==> src/rtl/ppu_pkg.sv <==
//------------------------------------------------------------------------------
// ppu_pkg : shared PPU-side types and addresses (sprite DMA state, register map)
// Revision: 1.0
//------------------------------------------------------------------------------
`timescale 1ns/1ps
`default_nettype none

package ppu_pkg;

    typedef enum logic [2:0] {
        ST_IDLE  = 3'd0,
        ST_HALT  = 3'd1,
        ST_DUMMY = 3'd2,
        ST_ALIGN = 3'd3,
        ST_READ  = 3'd4,
        ST_WRITE = 3'd5
    } dma_state_t;

    localparam logic [15:0] OAM_DATA_ADDR = 16'h2004;
    localparam logic [15:0] DMA_PAGE_REG  = 16'h4014;

    // Get/put toggle encoding; GET is the reset value.
    localparam logic PH_GET = 1'b0;
    localparam logic PH_PUT = 1'b1;

endpackage

`default_nettype wire

==> src/rtl/oam_dma_if.sv <==
//------------------------------------------------------------------------------
// oam_dma_if : CPU-bus / OAM port bundle for the sprite DMA controller.
// Optional macro OAM_DMA_DMC_EN adds the DMC sample-fetch steal signals.
// Revision: 1.0
//------------------------------------------------------------------------------
`timescale 1ns/1ps
`default_nettype none

interface oam_dma_if;

    logic        cpu_ce;
    logic        cpu_rw;
    logic        dma_wr;
    logic [7:0]  dma_page;
    logic [7:0]  bus_data_i;
    logic        cpu_halt;
    logic [15:0] bus_addr;
    logic        bus_rd;
    logic        bus_wr;
    logic [7:0]  oam_data_o;
    logic        oam_data_wr;
    logic        busy;
`ifdef OAM_DMA_DMC_EN
    logic        dmc_req;
    logic [15:0] dmc_addr;
    logic        dmc_ack;

    modport master (
        input  cpu_ce, cpu_rw, dma_wr, dma_page, bus_data_i, dmc_req, dmc_addr,
        output cpu_halt, bus_addr, bus_rd, bus_wr, oam_data_o, oam_data_wr, busy, dmc_ack
    );

    modport slave (
        output cpu_ce, cpu_rw, dma_wr, dma_page, bus_data_i, dmc_req, dmc_addr,
        input  cpu_halt, bus_addr, bus_rd, bus_wr, oam_data_o, oam_data_wr, busy, dmc_ack
    );
`else
    modport master (
        input  cpu_ce, cpu_rw, dma_wr, dma_page, bus_data_i,
        output cpu_halt, bus_addr, bus_rd, bus_wr, oam_data_o, oam_data_wr, busy
    );

    modport slave (
        output cpu_ce, cpu_rw, dma_wr, dma_page, bus_data_i,
        input  cpu_halt, bus_addr, bus_rd, bus_wr, oam_data_o, oam_data_wr, busy
    );
`endif

endinterface

`default_nettype wire

==> src/rtl/oam_dma.sv <==
//------------------------------------------------------------------------------
// oam_dma : $4014 sprite DMA - halts the CPU and copies page $P00..$PFF into OAM.
// Optional macro OAM_DMA_DMC_EN lets DMC sample fetches steal GET slots.
// Revision: 1.0
//------------------------------------------------------------------------------
`timescale 1ns/1ps
`default_nettype none

module oam_dma #(
    parameter logic [15:0] OAM_DATA_ADDR = ppu_pkg::OAM_DATA_ADDR
) (
    input  wire logic clk,
    input  wire logic rst,
    oam_dma_if.master bus
);

    import ppu_pkg::*;

    dma_state_t  state;
    dma_state_t  state_d;
    logic        phase;
    logic [7:0]  page;
    logic [7:0]  idx;
    logic [7:0]  data_q;

    logic        load;
    logic        capture;
    logic        advance;
    logic        halt;
    logic [15:0] addr;
    logic        rd;
    logic        wr;
    logic        oam_wr;
`ifdef OAM_DMA_DMC_EN
    logic        dmc_ack;
`endif

    // Every register moves only on a CPU-cycle boundary; reset overrides that.
    always_ff @(posedge clk) begin
        if (rst) begin
            state  <= ST_IDLE;
            phase  <= PH_GET;
            page   <= 8'h00;
            idx    <= 8'h00;
            data_q <= 8'h00;
        end else if (bus.cpu_ce) begin
            state <= state_d;
            phase <= ~phase;
            if (load) begin
                page <= bus.dma_page;
                idx  <= 8'h00;
            end
            if (capture) begin
                data_q <= bus.bus_data_i;
            end
            if (advance) begin
                idx <= idx + 8'd1;
            end
        end
    end

    always_comb begin
        state_d = state;
        load    = 1'b0;
        capture = 1'b0;
        advance = 1'b0;
        halt    = 1'b0;
        addr    = 16'h0000;
        rd      = 1'b0;
        wr      = 1'b0;
        oam_wr  = 1'b0;
`ifdef OAM_DMA_DMC_EN
        dmc_ack = 1'b0;
`endif
        case (state)
            ST_IDLE: begin
                if (bus.dma_wr) begin
                    load    = 1'b1;
                    state_d = ST_HALT;
                end
            end
            ST_HALT: begin
                halt = 1'b1;
                // The 6502 can only be stopped on a read cycle.
                if (bus.cpu_rw) begin
                    state_d = ST_DUMMY;
                end
            end
            ST_DUMMY: begin
                halt    = 1'b1;
                state_d = (~phase == PH_GET) ? ST_READ : ST_ALIGN;
            end
            ST_ALIGN: begin
                halt    = 1'b1;
                state_d = ST_READ;
            end
            ST_READ: begin
                halt = 1'b1;
`ifdef OAM_DMA_DMC_EN
                if (bus.dmc_req) begin
                    // DMC takes this get slot; the following put idles via ALIGN.
                    addr    = bus.dmc_addr;
                    rd      = 1'b1;
                    dmc_ack = 1'b1;
                    state_d = ST_ALIGN;
                end else begin
                    addr    = {page, idx};
                    rd      = 1'b1;
                    capture = 1'b1;
                    state_d = ST_WRITE;
                end
`else
                addr    = {page, idx};
                rd      = 1'b1;
                capture = 1'b1;
                state_d = ST_WRITE;
`endif
            end
            ST_WRITE: begin
                halt    = 1'b1;
                addr    = OAM_DATA_ADDR;
                wr      = 1'b1;
                oam_wr  = 1'b1;
                advance = 1'b1;
                state_d = (idx == 8'hFF) ? ST_IDLE : ST_READ;
            end
            default: begin
                state_d = ST_IDLE;
            end
        endcase
    end

    assign bus.cpu_halt    = halt;
    assign bus.bus_addr    = addr;
    assign bus.bus_rd      = rd;
    assign bus.bus_wr      = wr;
    assign bus.oam_data_o  = data_q;
    assign bus.oam_data_wr = oam_wr & bus.cpu_ce;
    assign bus.busy        = (state != ST_IDLE);
`ifdef OAM_DMA_DMC_EN
    assign bus.dmc_ack     = dmc_ack;
`endif

endmodule

`default_nettype wire

==> src/flat_wrapper.sv <==
// flat-port wrapper written by rule: the top's interface ports become plain ports
module oam_dma_flat import ppu_pkg::*;
#(
    parameter logic [15:0] OAM_DATA_ADDR = ppu_pkg::OAM_DATA_ADDR
)
  (clk, rst, bus_cpu_ce, bus_cpu_rw, bus_dma_wr, bus_dma_page, bus_bus_data_i, bus_cpu_halt, bus_bus_addr, bus_bus_rd, bus_bus_wr, bus_oam_data_o, bus_oam_data_wr, bus_busy);
  oam_dma_if bus_i ();
  input  wire logic clk;
  input  wire logic rst;
  input wire logic [$bits(bus_i.cpu_ce)-1:0] bus_cpu_ce;
  input wire logic [$bits(bus_i.cpu_rw)-1:0] bus_cpu_rw;
  input wire logic [$bits(bus_i.dma_wr)-1:0] bus_dma_wr;
  input wire logic [$bits(bus_i.dma_page)-1:0] bus_dma_page;
  input wire logic [$bits(bus_i.bus_data_i)-1:0] bus_bus_data_i;
  output wire logic [$bits(bus_i.cpu_halt)-1:0] bus_cpu_halt;
  output wire logic [$bits(bus_i.bus_addr)-1:0] bus_bus_addr;
  output wire logic [$bits(bus_i.bus_rd)-1:0] bus_bus_rd;
  output wire logic [$bits(bus_i.bus_wr)-1:0] bus_bus_wr;
  output wire logic [$bits(bus_i.oam_data_o)-1:0] bus_oam_data_o;
  output wire logic [$bits(bus_i.oam_data_wr)-1:0] bus_oam_data_wr;
  output wire logic [$bits(bus_i.busy)-1:0] bus_busy;
  assign bus_i.cpu_ce = bus_cpu_ce;
  assign bus_i.cpu_rw = bus_cpu_rw;
  assign bus_i.dma_wr = bus_dma_wr;
  assign bus_i.dma_page = bus_dma_page;
  assign bus_i.bus_data_i = bus_bus_data_i;
  assign bus_cpu_halt = bus_i.cpu_halt;
  assign bus_bus_addr = bus_i.bus_addr;
  assign bus_bus_rd = bus_i.bus_rd;
  assign bus_bus_wr = bus_i.bus_wr;
  assign bus_oam_data_o = bus_i.oam_data_o;
  assign bus_oam_data_wr = bus_i.oam_data_wr;
  assign bus_busy = bus_i.busy;
  oam_dma #(.OAM_DATA_ADDR(OAM_DATA_ADDR)) u_core (.clk(clk), .rst(rst), .bus(bus_i));
endmodule
==> config.mk <==
export PLATFORM = sky130hd
export DESIGN_NAME = oam_dma_flat
export DESIGN_NICKNAME = d
export VERILOG_FILES = /design/src/rtl/ppu_pkg.sv /design/src/rtl/oam_dma_if.sv /design/src/rtl/oam_dma.sv /design/src/flat_wrapper.sv
export SDC_FILE = /design/constraint.sdc
export NUM_CORES = 1
export LEC_CHECK = 0
export ABC_CLOCK_PERIOD_IN_PS = 1500
export CORE_MARGIN = 3
export CORE_UTILIZATION = 39
export CTS_BUF_LIST = sky130_fd_sc_hd__clkbuf_16
export CTS_CLUSTER_DIAMETER = 200
export CTS_CLUSTER_SIZE = 14
export DETAILED_ROUTE_END_ITERATION = 7
export PLACE_DENSITY = 0.72
export SLEW_MARGIN = 20
export SYNTH_ARGS = -nofsm -noshare
export SYNTH_HDL_FRONTEND = slang
export SYNTH_SLANG_ARGS = --single-unit
==> constraint.sdc <==
create_clock -name clk -period 1.5 [get_ports clk]
set_input_delay 0.3 -clock clk [delete_from_list [all_inputs] [get_ports clk]]
set_output_delay 0.3 -clock clk [all_outputs]
set_load 0.01 [all_outputs]
Yosys cells after proc, flatten, opt, wreduce, memory -nomap -nowiden. Cells that the tools add are included.

Add/subtract/negate cells: 1. Multipliers: 0. Divide/modulo/power cells: 0. $lt $le $gt $ge: 0. Eq/ne operators: 8. Shift operators: 0. Muxes and demuxes: 13. Bitwise operators: 2. Reductions and logical operators: 8.

Operator list (number): 16-bit one-hot mux with 2 select lines (1); 3-bit one-hot mux with 6 select lines (1); 8-bit two-way mux (2); 3-bit two-way mux (4); 8-bit by 1-bit adder with 8-bit output (second input constant) (1); 8-bit == test (second input constant) (1); 3-bit by 2-bit == test with 1-bit output (second input constant) (2); 3-bit == test (second input constant) (2); 2-bit AND reduction (3); 1-bit two-way mux (5); 5-bit OR reduction (1); 2-bit inequality test (second input constant) (2); 3-bit by 1-bit == test with 1-bit output (second input constant) (1); 3-bit zero test (1); 3-bit AND reduction (1); 3-bit nonzero test (1); 2-bit nonzero test (1); 1-bit bitwise AND (1); 1-bit NOT (1).

Register bits after elaboration: 28. Bits in latches: 0. Bits in writable memories: 0. Memory bits (read-only): 0. Input bits: 21. Output and inout port bits: 29. Word-level logic and storage cells: 37. Memories: 0.

Logic depth before layout (Yosys ltp).
Word-level depth: 4. Mapped depth: 6. Depth with buffers taken out: 5.

Least setup slack after synthesis. OpenSTA, ideal clock, no wires.

Kind: register -> output. Start point: register u_core.state[2]. End point: output bus_bus_addr[0]. Arrival: 1385 ps. Data required time: 1200 ps. Path slack: -185 ps. Cell stages (with the launch flop): 6. Buffers on the path: 2. Cell sequence: dfxtp_1 clkbuf_1 nand2b_1 nor2_1 clkbuf_1 and2_1.

Cells in the longest elaborated chain, start to end: 2. Elaborated cells on any way between the ends: 3. Classes of those cells: eq/ne (2); mux (1).

Ends and longest elaborated chain: start, declared (line oam_dma.sv:19) `dma_state_t state;`; start signal, assigned (line oam_dma.sv:47) `state <= state_d;`; 3-bit == test (line oam_dma.sv:75) `case (state)`; 16-bit one-hot mux with 2 select lines * (line oam_dma.sv:75); end, declared (line flat_wrapper.sv:16) `output wire logic [$bits(bus_i.bus_addr)-1:0] bus_bus_addr;`.

Every way passes the cells marked *; elsewhere a longest branch is shown, timed or not.

Worst setup path in the final report.
Start point: register u_core.state[1]. End point: output bus_cpu_halt.

Cells in the longest elaborated chain, start to end: 3. Elaborated cells on any way between the ends: 7. Classes of those cells: eq/ne (5); mux (1); reduce/logical (1).

Ends and longest elaborated chain: 3-bit by 2-bit == test with 1-bit output, or another cell as far along (line oam_dma.sv:75); 5-bit OR reduction (no line) *; 1-bit two-way mux * (line oam_dma.sv:75); end, declared (line flat_wrapper.sv:15) `output wire logic [$bits(bus_i.cpu_halt)-1:0] bus_cpu_halt;`.

Marks and branches as above.

==> out/qor.txt <==
IO buf count - 49
Routability-driven placement congestion ratio - 0.8552
Initial antenna violation count - 0
Multi-input logic area - 843.3 um2
CTS buffer count - 3
Drt pass-1 iters - 4
Placed cells - 257
ANT cells - 0
CTS tree - built
Final #Nets - 250
Pleak - 0.9551 nW
Hold crit path type - reg -> reg
CTS H-tree depth - 1
EDFF count, synth - 0
Vias in the first global route - 1349
Starting Density - 42.12%
Top cells by area, synth - dfxtp_1, mux2i_1, nor2_1, and2_1, xnor2_1
Die width - 64.12 um
Status - finished with violations
Yosys warns - 0
Tmin final - 1643 ps
R2r endpoint - u_core.idx[6]$_SDFFE_PP0P_
Fmax - 0.6085 GHz
Post-synthesis cell type count - 29
Commonest cells in the synthesized netlist - nor2_1, dfxtp_1, mux2i_1
Crit share post-route - 109.6%
Drt drc - 0
Met3 routed WL - 229 um
Area Growth Syn to Fin - 73.88%
Core box area - 0.003128 mm2
Root buf cell - clkbuf_16
Setup crit start - u_core.state[1]$_SDFFE_PP0P_
FF/Latch Area - 566.8 um2
WL/cell - 14.17 um
Clock sink count - 28
Top routing layer used - met4
Reg-to-Reg Start - u_core.state[2]$_SDFFE_PP0P_
Crit Path Max Fanout - 5
Vias per cell - 5.004
Buffer depth of the longest clock path - 2
Post-synth top area cell - dfxtp_1
Vias - 1351
Die height - 64.12 um
Pwr Density - 753.5 mW/mm2
Worst vdd ir - 770.1 uV
Setup repair after global routing missed its margin - yes
DRT iter0 DRCs - 59
Synth Register Bits - 28
Ports - 50
Endpoint type of the worst setup path - primary output
Cell Area, Synth - 0.001318 mm2
Max Cap Violations - 0
Worst EP required - 1200 ps
Post-synth ARST share - 0%
Final Hold Viols - 0
Reg2Reg Depth - 6
# fillers - 237
Slew Limit Fails - 0
CP Data Arrival Time - 1340 ps
Syn Inst Count - 154
Final Hold Slack - 499.6 ps
Most frequent cell after synthesis - nor2_1
Total global routing overflow - 0
Detail Placement HPWL - 2570 um
Post-place setup slack - -565.8 ps
Final worst slack - -143.3 ps
Crit path kind - reg -> out
Post-layout instance count excluding filler cells - 270
Row count - 20
Final WL - 3825 um
Slew headroom - 78.72%
Worst Tran Pin Value - 318.4 ps
Reg clk slew, reported paths - 70 ps
ANT nets after route - 0
Ratio of cells with drive above 1 in the final layout - 37.61%
R2r setup slk - -140 ps
Post-synth net total - 176
Clock Latency Late Sink - 260 ps
Startpoint types - flip-flop
Seq/Total Area, Yosys - 42.55%
First-pass GRT wire length - 6078 um
Die ar. - 0.004111 mm2
Post-CTS Hold Fix Bufs - 0
Syn Area/Cell - 8.555 um2
Synth Flop Type - dfxtp_1
Largest net degree at the start of global routing - 17
Synth top area share - 42.55%
Violated checks - negative setup slack
Total GRT Usage - 18.37%
Crit path to - bus_cpu_halt
Setup violations, final - 19
Met2 routed WL - 2039 um
WL met1 - 1467 um
Clock skew - 2.669 ps
[how the worst min path moves through the flow]
| stage | slack, ps | end | cells past startpoint | start |
|---|---|---|---|---|
| 3_3_place_gp | 470 | u_core.page[7]$_SDFFE_PP0P_ | 2 | u_core.page[7]$_SDFFE_PP0P_ |
| 6_report | 500 | u_core.bus.oam_data_o[6]$_SDFFE_PP0P_ | 2 | u_core.bus.oam_data_o[6]$_SDFFE_PP0P_ |
| 4_1_cts | 500 | u_core.bus.oam_data_o[6]$_SDFFE_PP0P_ | 2 | u_core.bus.oam_data_o[6]$_SDFFE_PP0P_ |
| 5_1_grt | 530 | u_core.bus.oam_data_o[2]$_SDFFE_PP0P_ | 2 | u_core.bus.oam_data_o[2]$_SDFFE_PP0P_ |
| 3_5_place_dp | 490 | u_core.bus.oam_data_o[0]$_SDFFE_PP0P_ | 2 | u_core.bus.oam_data_o[0]$_SDFFE_PP0P_ |
| 2_1_floorplan | 360 | u_core.state[0]$_SDFFE_PP0P_ | 1 | rst |
[per-layer routing]
layer / GRT usage, % / up-vias
li1: - / 663
met3: 4.394 / 10
met4: 7.388 / 0
met2: 31.87 / 45
met1: 21.62 / 633
met5: 0 / -
[area by class of cell]
class | count | share of cell area [%]
multi-input combinational | 112 | 36.81
timing repair buffer | 79 | 32.11
sequential | 28 | 24.74
clock buffer | 3 | 3.277
tap | 44 | 2.403
inverter | 4 | 0.6554
[registers in the layout, indices dropped and copies added (netlist names)]
| register | flops |
|---|---|
| u_core.phase | 1 |
| u_core.state | 3 |
| u_core.idx | 8 |
| u_core.page | 8 |
| u_core.bus.oam_data_o | 8 |
[where the power goes]
group	total [mW]	switching (mW)	internal (mW)
Sequential	0.792	0.0232	0.768
Combinational	0.332	0.145	0.187
Clock	0.602	0.248	0.354
Total	1.73	0.417	1.31
[metrics by stage]
stage / power, mW / cell area, um2 / setup TNS [ps] / util [%]
2_1_floorplan: 0.9278 / 1320 / -1098 / -
3_3_place_gp: 1.073 / 1986 / -9652 / 63.48
3_5_place_dp: 1.084 / 1986 / -9926 / 63.48
4_1_cts: 1.696 / 2127 / -1226 / 68.00
5_1_grt: 1.794 / 2291 / -2998 / 73.24
6_report: 1.726 / 2291 / -981.5 / 73.24
[critical path, stage by stage (launching register included)]
cell and delay, ps:
dfxtp_2 320, buf_6 120, or3_1 370, a21boi_1 130, buf_2 130
[logic make-up after synthesis]
family / share of synthesized area (%)
AO/OA/AOI/OAI: 11.21
XOR/XNOR: 3.989
adder cells (fa/ha/maj): 0.9495
buffers and inverters: 4.273
flip-flops: 42.55
multiplexers: 12.16
AND/OR/NAND/NOR: 24.88
[cell usage in the layout (no fill, tap or decap), types with 2 or more instances in the layout]
master and instances:
and2_1 2, a211oi_2 2, buf_2 8, a21oi_1 3
nor3_1 2, dfxtp_2 2, inv_1 4, clkbuf_16 3
a2bb2oi_1 2, clkdlybuf4s50_1 26, buf_4 21, dfxtp_1 25
nand2b_4 2, nor2_4 2, nand2_1 3, nand3_1 3
xnor2_1 6, and2_4 12, o21ai_0 3, nand4_1 2
nor2_1 32, buf_6 21, mux2i_1 16
[repair_timing]
action | 4_1_cts | 5_1_grt
setup endpoints to repair | 29 | 38
resized for setup | 110 | 36
pin swaps | 19 | 10
setup buffers | 7 | 4
No activity file was read; power rests on OpenSTA's default activity.
